==> config.mk <==
export PLATFORM = sky130hd
export DESIGN_NAME = sliding_window_agg
export DESIGN_NICKNAME = d
export VERILOG_FILES = /design/src/rtl/sliding_window_agg.sv
export SDC_FILE = /design/constraint.sdc
export NUM_CORES = 1
export LEC_CHECK = 0
export ABC_CLOCK_PERIOD_IN_PS = 24300
export BUFFER_PORTS_ARGS = -buffer_cell sky130_fd_sc_hd__buf_2
export CORE_AREA = 10 10 256 283
export DETAILED_ROUTE_END_ITERATION = 10
export DIE_AREA = 0 0 266 293
export GPL_TIMING_DRIVEN = 1
export PLACE_DENSITY_LB_ADDON = 0.3
export REMOVE_ABC_BUFFERS = 1
export SYNTH_ARGS = -nofsm -noshare
export SYNTH_HDL_FRONTEND = slang
export SYNTH_SLANG_ARGS = --single-unit
==> constraint.sdc <==
create_clock -name clk -period 24.3 [get_ports clk]
set_clock_uncertainty 0.05 [all_clocks]
set_input_delay 4.86 -clock clk [delete_from_list [all_inputs] [get_ports clk]]
set_output_delay 4.86 -clock clk [all_outputs]
set_load 0.005 [all_outputs]
==> src/rtl/sliding_window_agg.sv <==
// Sliding-window aggregator: multi-lane samples enter a small FIFO, are drained
// one per cycle into a ring of time buckets, and the combined value of all
// buckets is published at the end of every bucket period.
module sliding_window_agg #(
  parameter int DATA_W        = 64,
  parameter int LANES         = 2,
  parameter int QUEUE_DEPTH   = 4,
  parameter int NUM_BUCKETS   = 2,
  parameter int BUCKET_PERIOD = 5,
  parameter int MODE          = 0
) (
  input  logic                           clk,
  input  logic                           rst,
  input  logic                           en,
  input  logic [LANES*DATA_W-1:0]        input_x,
  input  logic [LANES-1:0]               new_input,
  output logic [DATA_W-1:0]              out_val,
  output logic                           out_valid,
  output logic [$clog2(QUEUE_DEPTH):0]   q_count,
  output logic                           dropped,
  output logic [$clog2(NUM_BUCKETS)-1:0] cur_bucket
);

  localparam int PTR_W = $clog2(QUEUE_DEPTH);
  localparam int CNT_W = PTR_W + 1;
  localparam int BKT_W = $clog2(NUM_BUCKETS);
  localparam int TMR_W = $clog2(BUCKET_PERIOD);
  localparam logic [DATA_W-1:0] IDENTITY =
    (MODE == 2) ? {1'b1, {(DATA_W-1){1'b0}}} : '0;

  // Folds one popped sample into a bucket accumulator.
  function automatic logic [DATA_W-1:0] foldSample(input logic [DATA_W-1:0] acc,
                                                   input logic [DATA_W-1:0] smp);
    logic [DATA_W-1:0] res;
    if (MODE == 1) begin
      res = acc + DATA_W'(1);
    end else if (MODE == 2) begin
      res = ($signed(smp) > $signed(acc)) ? smp : acc;
    end else begin
      res = acc + smp;
    end
    return res;
  endfunction

  // Combines two bucket values; counts add just like sums.
  function automatic logic [DATA_W-1:0] combine(input logic [DATA_W-1:0] a,
                                                input logic [DATA_W-1:0] b);
    logic [DATA_W-1:0] res;
    if (MODE == 2) begin
      res = ($signed(b) > $signed(a)) ? b : a;
    end else begin
      res = a + b;
    end
    return res;
  endfunction

  logic [DATA_W-1:0] fifo_q [QUEUE_DEPTH];
  logic [DATA_W-1:0] fifo_d [QUEUE_DEPTH];
  logic [PTR_W-1:0]  rd_ptr_q, rd_ptr_d, wr_ptr_q, wr_ptr_d;
  logic [CNT_W-1:0]  count_q, count_d;
  logic              dropped_q, dropped_d;

  logic [DATA_W-1:0] bucket_q [NUM_BUCKETS];
  logic [DATA_W-1:0] bucket_d [NUM_BUCKETS];
  logic [DATA_W-1:0] bucketFold [NUM_BUCKETS];
  logic [BKT_W-1:0]  cur_q, cur_d;
  logic [TMR_W-1:0]  timer_q, timer_d;
  logic [DATA_W-1:0] out_val_q, out_val_d;
  logic              out_valid_q, out_valid_d;
  logic [DATA_W-1:0] aggregate;

  logic              pop;
  logic [DATA_W-1:0] popData;
  logic              expire;
  logic [CNT_W-1:0]  freeSlots;
  logic [CNT_W-1:0]  accepted;

  assign pop     = en && (count_q != '0);
  assign popData = fifo_q[rd_ptr_q];
  assign expire  = en && (timer_q == TMR_W'(BUCKET_PERIOD - 1));

  // FIFO push/pop: the slot freed by this cycle's pop may be refilled by a lane.
  always_comb begin
    fifo_d    = fifo_q;
    wr_ptr_d  = wr_ptr_q;
    rd_ptr_d  = rd_ptr_q + PTR_W'(pop);
    dropped_d = 1'b0;
    accepted  = '0;
    freeSlots = CNT_W'(QUEUE_DEPTH) - count_q + CNT_W'(pop);
    for (int k = 0; k < LANES; k++) begin
      if (en && new_input[k]) begin
        if (accepted < freeSlots) begin
          fifo_d[wr_ptr_d] = input_x[k*DATA_W +: DATA_W];
          wr_ptr_d         = wr_ptr_d + 1'b1;
          accepted         = accepted + 1'b1;
        end else begin
          dropped_d = 1'b1;
        end
      end
    end
    count_d = count_q + accepted - CNT_W'(pop);
  end

  // Bucket folding, window aggregation, timer and bucket rotation.
  always_comb begin
    bucketFold = bucket_q;
    if (pop) begin
      bucketFold[cur_q] = foldSample(bucket_q[cur_q], popData);
    end
    aggregate = bucketFold[0];
    for (int i = 1; i < NUM_BUCKETS; i++) begin
      aggregate = combine(aggregate, bucketFold[i]);
    end
    bucket_d    = bucketFold;
    cur_d       = cur_q;
    timer_d     = timer_q;
    out_val_d   = out_val_q;
    out_valid_d = 1'b0;
    if (en) begin
      timer_d = timer_q + 1'b1;
    end
    if (expire) begin
      timer_d          = '0;
      out_val_d        = aggregate;
      out_valid_d      = 1'b1;
      cur_d            = (cur_q == BKT_W'(NUM_BUCKETS - 1)) ? '0 : cur_q + 1'b1;
      bucket_d[cur_d]  = IDENTITY;
    end
  end

  // State registers; reset discards queued samples and partial buckets.
  always_ff @(posedge clk or posedge rst) begin
    if (rst) begin
      for (int i = 0; i < QUEUE_DEPTH; i++) fifo_q[i] <= '0;
      for (int i = 0; i < NUM_BUCKETS; i++) bucket_q[i] <= IDENTITY;
      rd_ptr_q    <= '0;
      wr_ptr_q    <= '0;
      count_q     <= '0;
      dropped_q   <= 1'b0;
      cur_q       <= '0;
      timer_q     <= '0;
      out_val_q   <= '0;
      out_valid_q <= 1'b0;
    end else begin
      fifo_q      <= fifo_d;
      bucket_q    <= bucket_d;
      rd_ptr_q    <= rd_ptr_d;
      wr_ptr_q    <= wr_ptr_d;
      count_q     <= count_d;
      dropped_q   <= dropped_d;
      cur_q       <= cur_d;
      timer_q     <= timer_d;
      out_val_q   <= out_val_d;
      out_valid_q <= out_valid_d;
    end
  end

  assign out_val    = out_val_q;
  assign out_valid  = out_valid_q;
  assign q_count    = count_q;
  assign dropped    = dropped_q;
  assign cur_bucket = cur_q;

endmodule

==> Yosys cells after proc, flatten, opt, wreduce, memory -nomap -nowiden <==
Index checks and enable logic that the tools add are counted.
{ "totals": {"wordCells": 95, "input_bits": 133, "regBits": 461, "out_inout_bits": 70} }
{ "op_classes": {"n_bitwise": 7, "n_mux": 40, "add_sub_neg": 12, "reduce_logical": 10, "eq_ne": 1, "order_cmp": 11} }
{ "ops": {"columns": ["cell", "count"], "rows": [
  ["256-bit 2-to-1 mux", 4],
  ["64-bit 2-to-1 mux", 10],
  ["256-bit bitwise mux", 2],
  ["64-bit demux with 2-bit select", 2],
  ["128-bit 2-to-1 mux", 2],
  ["64-bit adder", 2],
  ["128-bit bitwise AND", 1],
  ["64-bit binary-select mux with 2-bit select", 1],
  ["128-bit bitwise mux", 1],
  ["64-bit demux with 1-bit select", 2],
  ["128-bit NOT", 1],
  ["3-bit 2-to-1 mux", 4],
  ["3-bit >= comparator (second input constant)", 3],
  ["2-bit NOT with 3-bit output", 3],
  ["1-bit logical AND", 8],
  ["1-bit 2-to-1 mux", 8],
  ["2-bit 2-to-1 mux", 4],
  ["3-bit by 1-bit adder with 3-bit output (second input constant)", 2],
  ["3-bit by 1-bit < comparator with 1-bit output (second input constant)", 2],
  ["2-bit by 1-bit adder with 2-bit output (second input constant)", 2],
  ["2-bit >= comparator (second input constant)", 2],
  ["2-bit by 1-bit < comparator with 1-bit output (second input constant)", 2],
  ["1-bit NOT with 2-bit output", 2],
  ["3-bit by 1-bit adder with 3-bit output", 1],
  ["other kinds (10)", 10]
]} }

==> Logic depth before layout (Yosys ltp) <==
{ "depth": {"word_depth": 14, "ltp_mapped": 32, "ltp_nobuf": 29} }

==> Worst setup path after synthesis <==
No wires, ideal clock.
{ "synth_timing": {"path_type": "input -> register", "startpoint": "input en", "endpoint": "register out_val_q[54], in the netlist out_val[54]", "setup_slack_ns": 14.761, "t_required_ns": 24.119, "arrival_ns": 9.358, "setup_time_ns": 0.131, "path_stages": 23, "n_path_buf": 4, "path_cell_list": "clkbuf_1 -> o31a_1 -> clkbuf_1 -> and2_0 -> clkbuf_1 -> clkbuf_1 -> nand2_1 -> nand2_1 -> ha_1 -> inv_1 -> fa_1 -> nor2b_1 -> o31a_1 -> o21ai_1 -> a211oi_1 -> or2_1 -> a41o_1 -> a31oi_1 -> o2111ai_1 -> nand2_1 -> o41ai_1 -> xnor2_1 -> o21ai_1"} }
{ "synth_via": {"elab_chain_cells": 3, "elab_cells_between_ends": 4, "classes_between": "1 x add/sub; 1 x mux; 2 x reduce/logical"} }
{ "synth_lines": {"columns": ["item", "line", "rtl"], "rows": [
  ["start, declared", "14", "input logic en,"],
  ["1-bit logical AND", "78", "assign pop = en && (count_q != '0);"],
  ["128-bit 2-to-1 mux", "107", "if (pop) begin"],
  ["64-bit adder", "52", "res = a + b;"],
  ["end signal, assigned", "153", "out_val_q <= out_val_d;"],
  ["end, declared", "68", "logic [DATA_W-1:0] out_val_q, out_val_d;"]
]} }
Parallel ways exist; a longest one is shown, timed or not.
A chain may end at the register's enable or synchronous reset.

==> Worst setup path in the final report <==
{ "layout_timing": {"startpoint": "input en", "endpoint": "register out_val_q[61], in the netlist out_val[61]"} }
Same word-level chain as after synthesis.

==> flow_metrics.env <==
export IMPL_path_buf_inv=3
export IMPL_die_w_um=266
export IMPL_cts_tree="built"
export IMPL_ios=203
export IMPL_hpwl_um=58200
export IMPL_io_buffers=202
export IMPL_areaGrowthSynthToFinish_pct=11.4
export IMPL_via_per_inst=5.63
export IMPL_path_class="input pin to flip-flop"
export IMPL_design_core_area_um2=66800
export IMPL_rows=100
export IMPL_yosys_warnings=0
export IMPL_drcViolationCount=0
export IMPL_cap_violations=0
export IMPL_grt_max_degree=143
export IMPL_critPathLaunchType="input pin"
export IMPL_worstSkewPairLatency_ns=0.61
export IMPL_path_cells="buf_2 > o31a_1 > nand2b_2 > buf_4 > a21oi_1 > inv_1 > ha_1 > a21o_1 > nand4_1 > a21oi_1 > o311ai_1 > a21oi_1 > a31oi_1 > o21ai_1 > a31oi_2 > o31ai_4 > a41oi_1 > xor2_1 > o21ai_1"
export IMPL_drive_gt1_share_pct=14.8
export IMPL_slew_headroom_pct=23.1
export IMPL_cp_depth=19
export IMPL_critPathMaxStageDelay_ns=0.56
export IMPL_initialDrtViolationCount=2013
export IMPL_tightestPinTransition_ns=1.15
export IMPL_cts_setup_buffers=0
export IMPL_die_area_um2=77900
export IMPL_nNetsFinal=3583
export IMPL_synthMuxAreaShare_pct=16.8
export IMPL_maxSlewViolCount=0
export IMPL_htreeDepth=2
export IMPL_synth_top_area_share_pct=38.9
export IMPL_die_y_um=293
export IMPL_final_antenna_net_count=0
export IMPL_clock_path_buffers=3
export IMPL_rsz0062_at_grt="false"
export IMPL_yosysTopAreaCell="dfrtp_1"
export IMPL_synthTopCellsByArea="dfrtp_1 (39%), mux2i_1 (9.0%), a21oi_1 (7.4%)"
export IMPL_required_ns=24.71
export IMPL_r2r_cells=28
export IMPL_synth_simple_gate_area_share_pct=14.1
export IMPL_ctsResizeCount=0
export IMPL_post_drt_wl_per_cell_um=20.0
export IMPL_dp_cells=4120
export IMPL_cpMaxStageDelayCell="o31a_1"
export IMPL_finalCritPeriodShare_pct=40.5
export IMPL_gp_congestion=0.882
export IMPL_fillers=6390
export IMPL_synth_compound_gate_area_share_pct=17.2
export IMPL_synth_ff_type="dfrtp_1"
export IMPL_arrival_ns=10.25
export IMPL_synth_cells=3217
export IMPL_synthXorXnorAreaFrac_pct=3.65
export IMPL_grt_use_total_pct=21.2
export IMPL_rrSetupSlack_ns=16.13
export IMPL_synth_seq_area_share_pct=38.9
export IMPL_num_vias=23800
export IMPL_placed_area_um2=31400
export IMPL_cts_buffers=50
export IMPL_layoutNonFillerInstCount=4223
export IMPL_outcome="finished, final reports clean"
export IMPL_timing_setup_tns_ns=0
export IMPL_crit_fanout=54
export IMPL_setup_viol=0
export IMPL_firstDrtPassIters=5
export IMPL_cts_sinks=461
export IMPL_wirelength_um=84400
export IMPL_r2r_end="out_val[63]"
export IMPL_period_minus_slack_ns=9.84
export IMPL_fmax_mhz=102
export IMPL_crit_family="compound AO/OA/AOI/OAI gates"
export IMPL_regArea_um2=11500
export IMPL_grt_pass1_vias=23000
export IMPL_grt_ovfl_total=0
export IMPL_crit_end="out_val[61]"
export IMPL_synth_avg_cell_area_um2=9.22
export IMPL_async_flop_share_pct=100
export IMPL_hold_class="flip-flop to flip-flop"
export IMPL_ys_ff_latch=461
export IMPL_crit_top_cell="a21oi_1"
export IMPL_syn_area_um2=29700
export IMPL_grt_pass1_wl_um=133000
export IMPL_stdcell_area_um2=33100
export IMPL_endpoint_kind="flip-flop"
export IMPL_cp_startpoint="en"
export IMPL_cts_reportedPaths_clkPinSlew_ns=0.06
export IMPL_r2r_start="rd_ptr_q[0]"
export IMPL_antenna_found_initial=21
export IMPL_hold_violations=0
export IMPL_multi_input_area_um2=17300
export IMPL_cts_root_buf="clkbuf_16"
export IMPL_timing_hold_ws_ns=0.420
export IMPL_initial_core_util_pct=44.4
export IMPL_cts_hold_buffers=0
export IMPL_synth_edf_count=0
export IMPL_synthAdderAreaFrac_pct=6.22
export IMPL_synth_top_family_by_area="compound AO/OA/AOI/OAI gates"
export IMPL_ys_types=82
==> cell families after synthesis <==
| group | Yosys count |
|---|---|
| and+or+nand+nor | 966 |
| xor gates and xnor gates | 122 |
| adders and majority gates | 146 |
| DFF | 461 |
| muxes | 409 |
| buffers and inverters | 248 |
| AOI/OAI and AO/OA | 865 |
==> state kept, by name (all words and copies together), names as in the netlist <==
name / count
out_val: 64
timer_q: 3
wr_ptr_q: 2
out_valid: 1
q_count: 3
cur_bucket: 1
fifo_q: 256
rd_ptr_q: 2
dropped: 1
bucket_q: 128
==> cell usage after synthesis (4+ instances only) <==
| master | number |
|---|---|
| mux2i_1 | 266 |
| o31ai_1 | 7 |
| xnor2_1 | 65 |
| a211oi_1 | 9 |
| inv_1 | 55 |
| nand4_1 | 29 |
| nor2b_1 | 32 |
| mux4_2 | 64 |
| a211o_1 | 6 |
| a221o_1 | 4 |
| clkbuf_1 | 172 |
| a21o_1 | 92 |
| and3_1 | 15 |
| o22ai_1 | 4 |
| nand3_1 | 30 |
| dfrtp_1 | 461 |
| nor3_1 | 17 |
| or3_1 | 4 |
| o2111ai_1 | 4 |
| ha_1 | 142 |
| a31oi_1 | 24 |
| a22o_1 | 6 |
| o21a_1 | 17 |
| o21ai_0 | 116 |
| o221ai_1 | 5 |
| and2_1 | 44 |
| o211ai_1 | 12 |
| o21ai_1 | 55 |
| a21oi_1 | 439 |
| a21boi_1 | 4 |
| mux2_2 | 78 |
| nand2b_1 | 18 |
| xor2_1 | 56 |
| nor2_1 | 330 |
| nand2_1 | 418 |
| a31o_2 | 4 |
| o21bai_1 | 23 |
| buf_1 | 19 |
| nand3b_1 | 4 |
==> layout by cell type (no fill, tap or decap), types with 15 or more instances in the layout <==
master | netlist | routed
xnor2_1 | 65 | 65
nand2b_1 | 18 | 17
o21a_1 | 17 | 17
ha_1 | 142 | 142
nor2b_1 | 32 | 32
a21oi_1 | 439 | 439
nand3_1 | 30 | 29
dfrtp_1 | 461 | 458
buf_4 | 0 | 25
inv_1 | 55 | 54
nor3_1 | 17 | 17
clkbuf_16 | 0 | 50
mux4_2 | 64 | 64
and2_1 | 44 | 44
buf_2 | 0 | 202
nor2_1 | 330 | 328
o21ai_1 | 55 | 55
mux2_2 | 78 | 78
a21o_1 | 92 | 92
mux2i_1 | 266 | 266
a31oi_1 | 24 | 24
o21bai_1 | 23 | 23
nand4_1 | 29 | 29
nand2_1 | 418 | 409
xor2_1 | 56 | 56
o21ai_0 | 116 | 116
and3_1 | 15 | 15
==> stage by stage <==
stage | setup WS [ns] | util [%]
after floorplan | 6.54 | -
after global placement | 14.00 | 46.9
after detailed placement | 13.88 | 46.9
after CTS | 14.54 | 49.4
after global routing | 14.13 | 49.5
final | 14.46 | 49.5
==> worst min path at each step <==
| stage | startpoint | to | slack, ns | cells after the start |
|---|---|---|---|---|
| final | out_val[31] | out_val[31] | 0.42 | 2 |
| after global routing | out_val[40] | out_val[40] | 0.44 | 2 |
| after CTS | out_val[18] | out_val[18] | 0.43 | 2 |
| after detailed placement | out_val[0] | out_val[0] | 0.41 | 2 |
| after global placement | out_val[0] | out_val[0] | 0.41 | 2 |
| after floorplan | timer_q[2] | timer_q[2] | 0.41 | 1 |
==> worst min-delay path: cells and delay by family (launching register included) <==
kind            cells  cell delay, ns
flops               1            0.34
simple gates        1            0.04
compound gates      1            0.05
==> per-layer routing <==
layer	track usage, %	wire length (um)
met5	0	161
met4	5.28	1680
met3	3.39	4130
met2	32.7	37800
met1	30.6	40600
==> area by class of cell <==
type,count,area share [%]
Clock inverter,25,0.863
Multi-Input combinational cell,2508,52.3
Timing Repair Buffer,228,3.69
Tap cell,867,3.28
Sequential cell,461,34.9
Inverter,56,0.659
Clock buffer,69,4.21
Antenna cell,9,0.0681
Power is left out: the tool's default activity adds up to more than one toggle a clock period on the data nets, which glitch-free logic cannot reach.
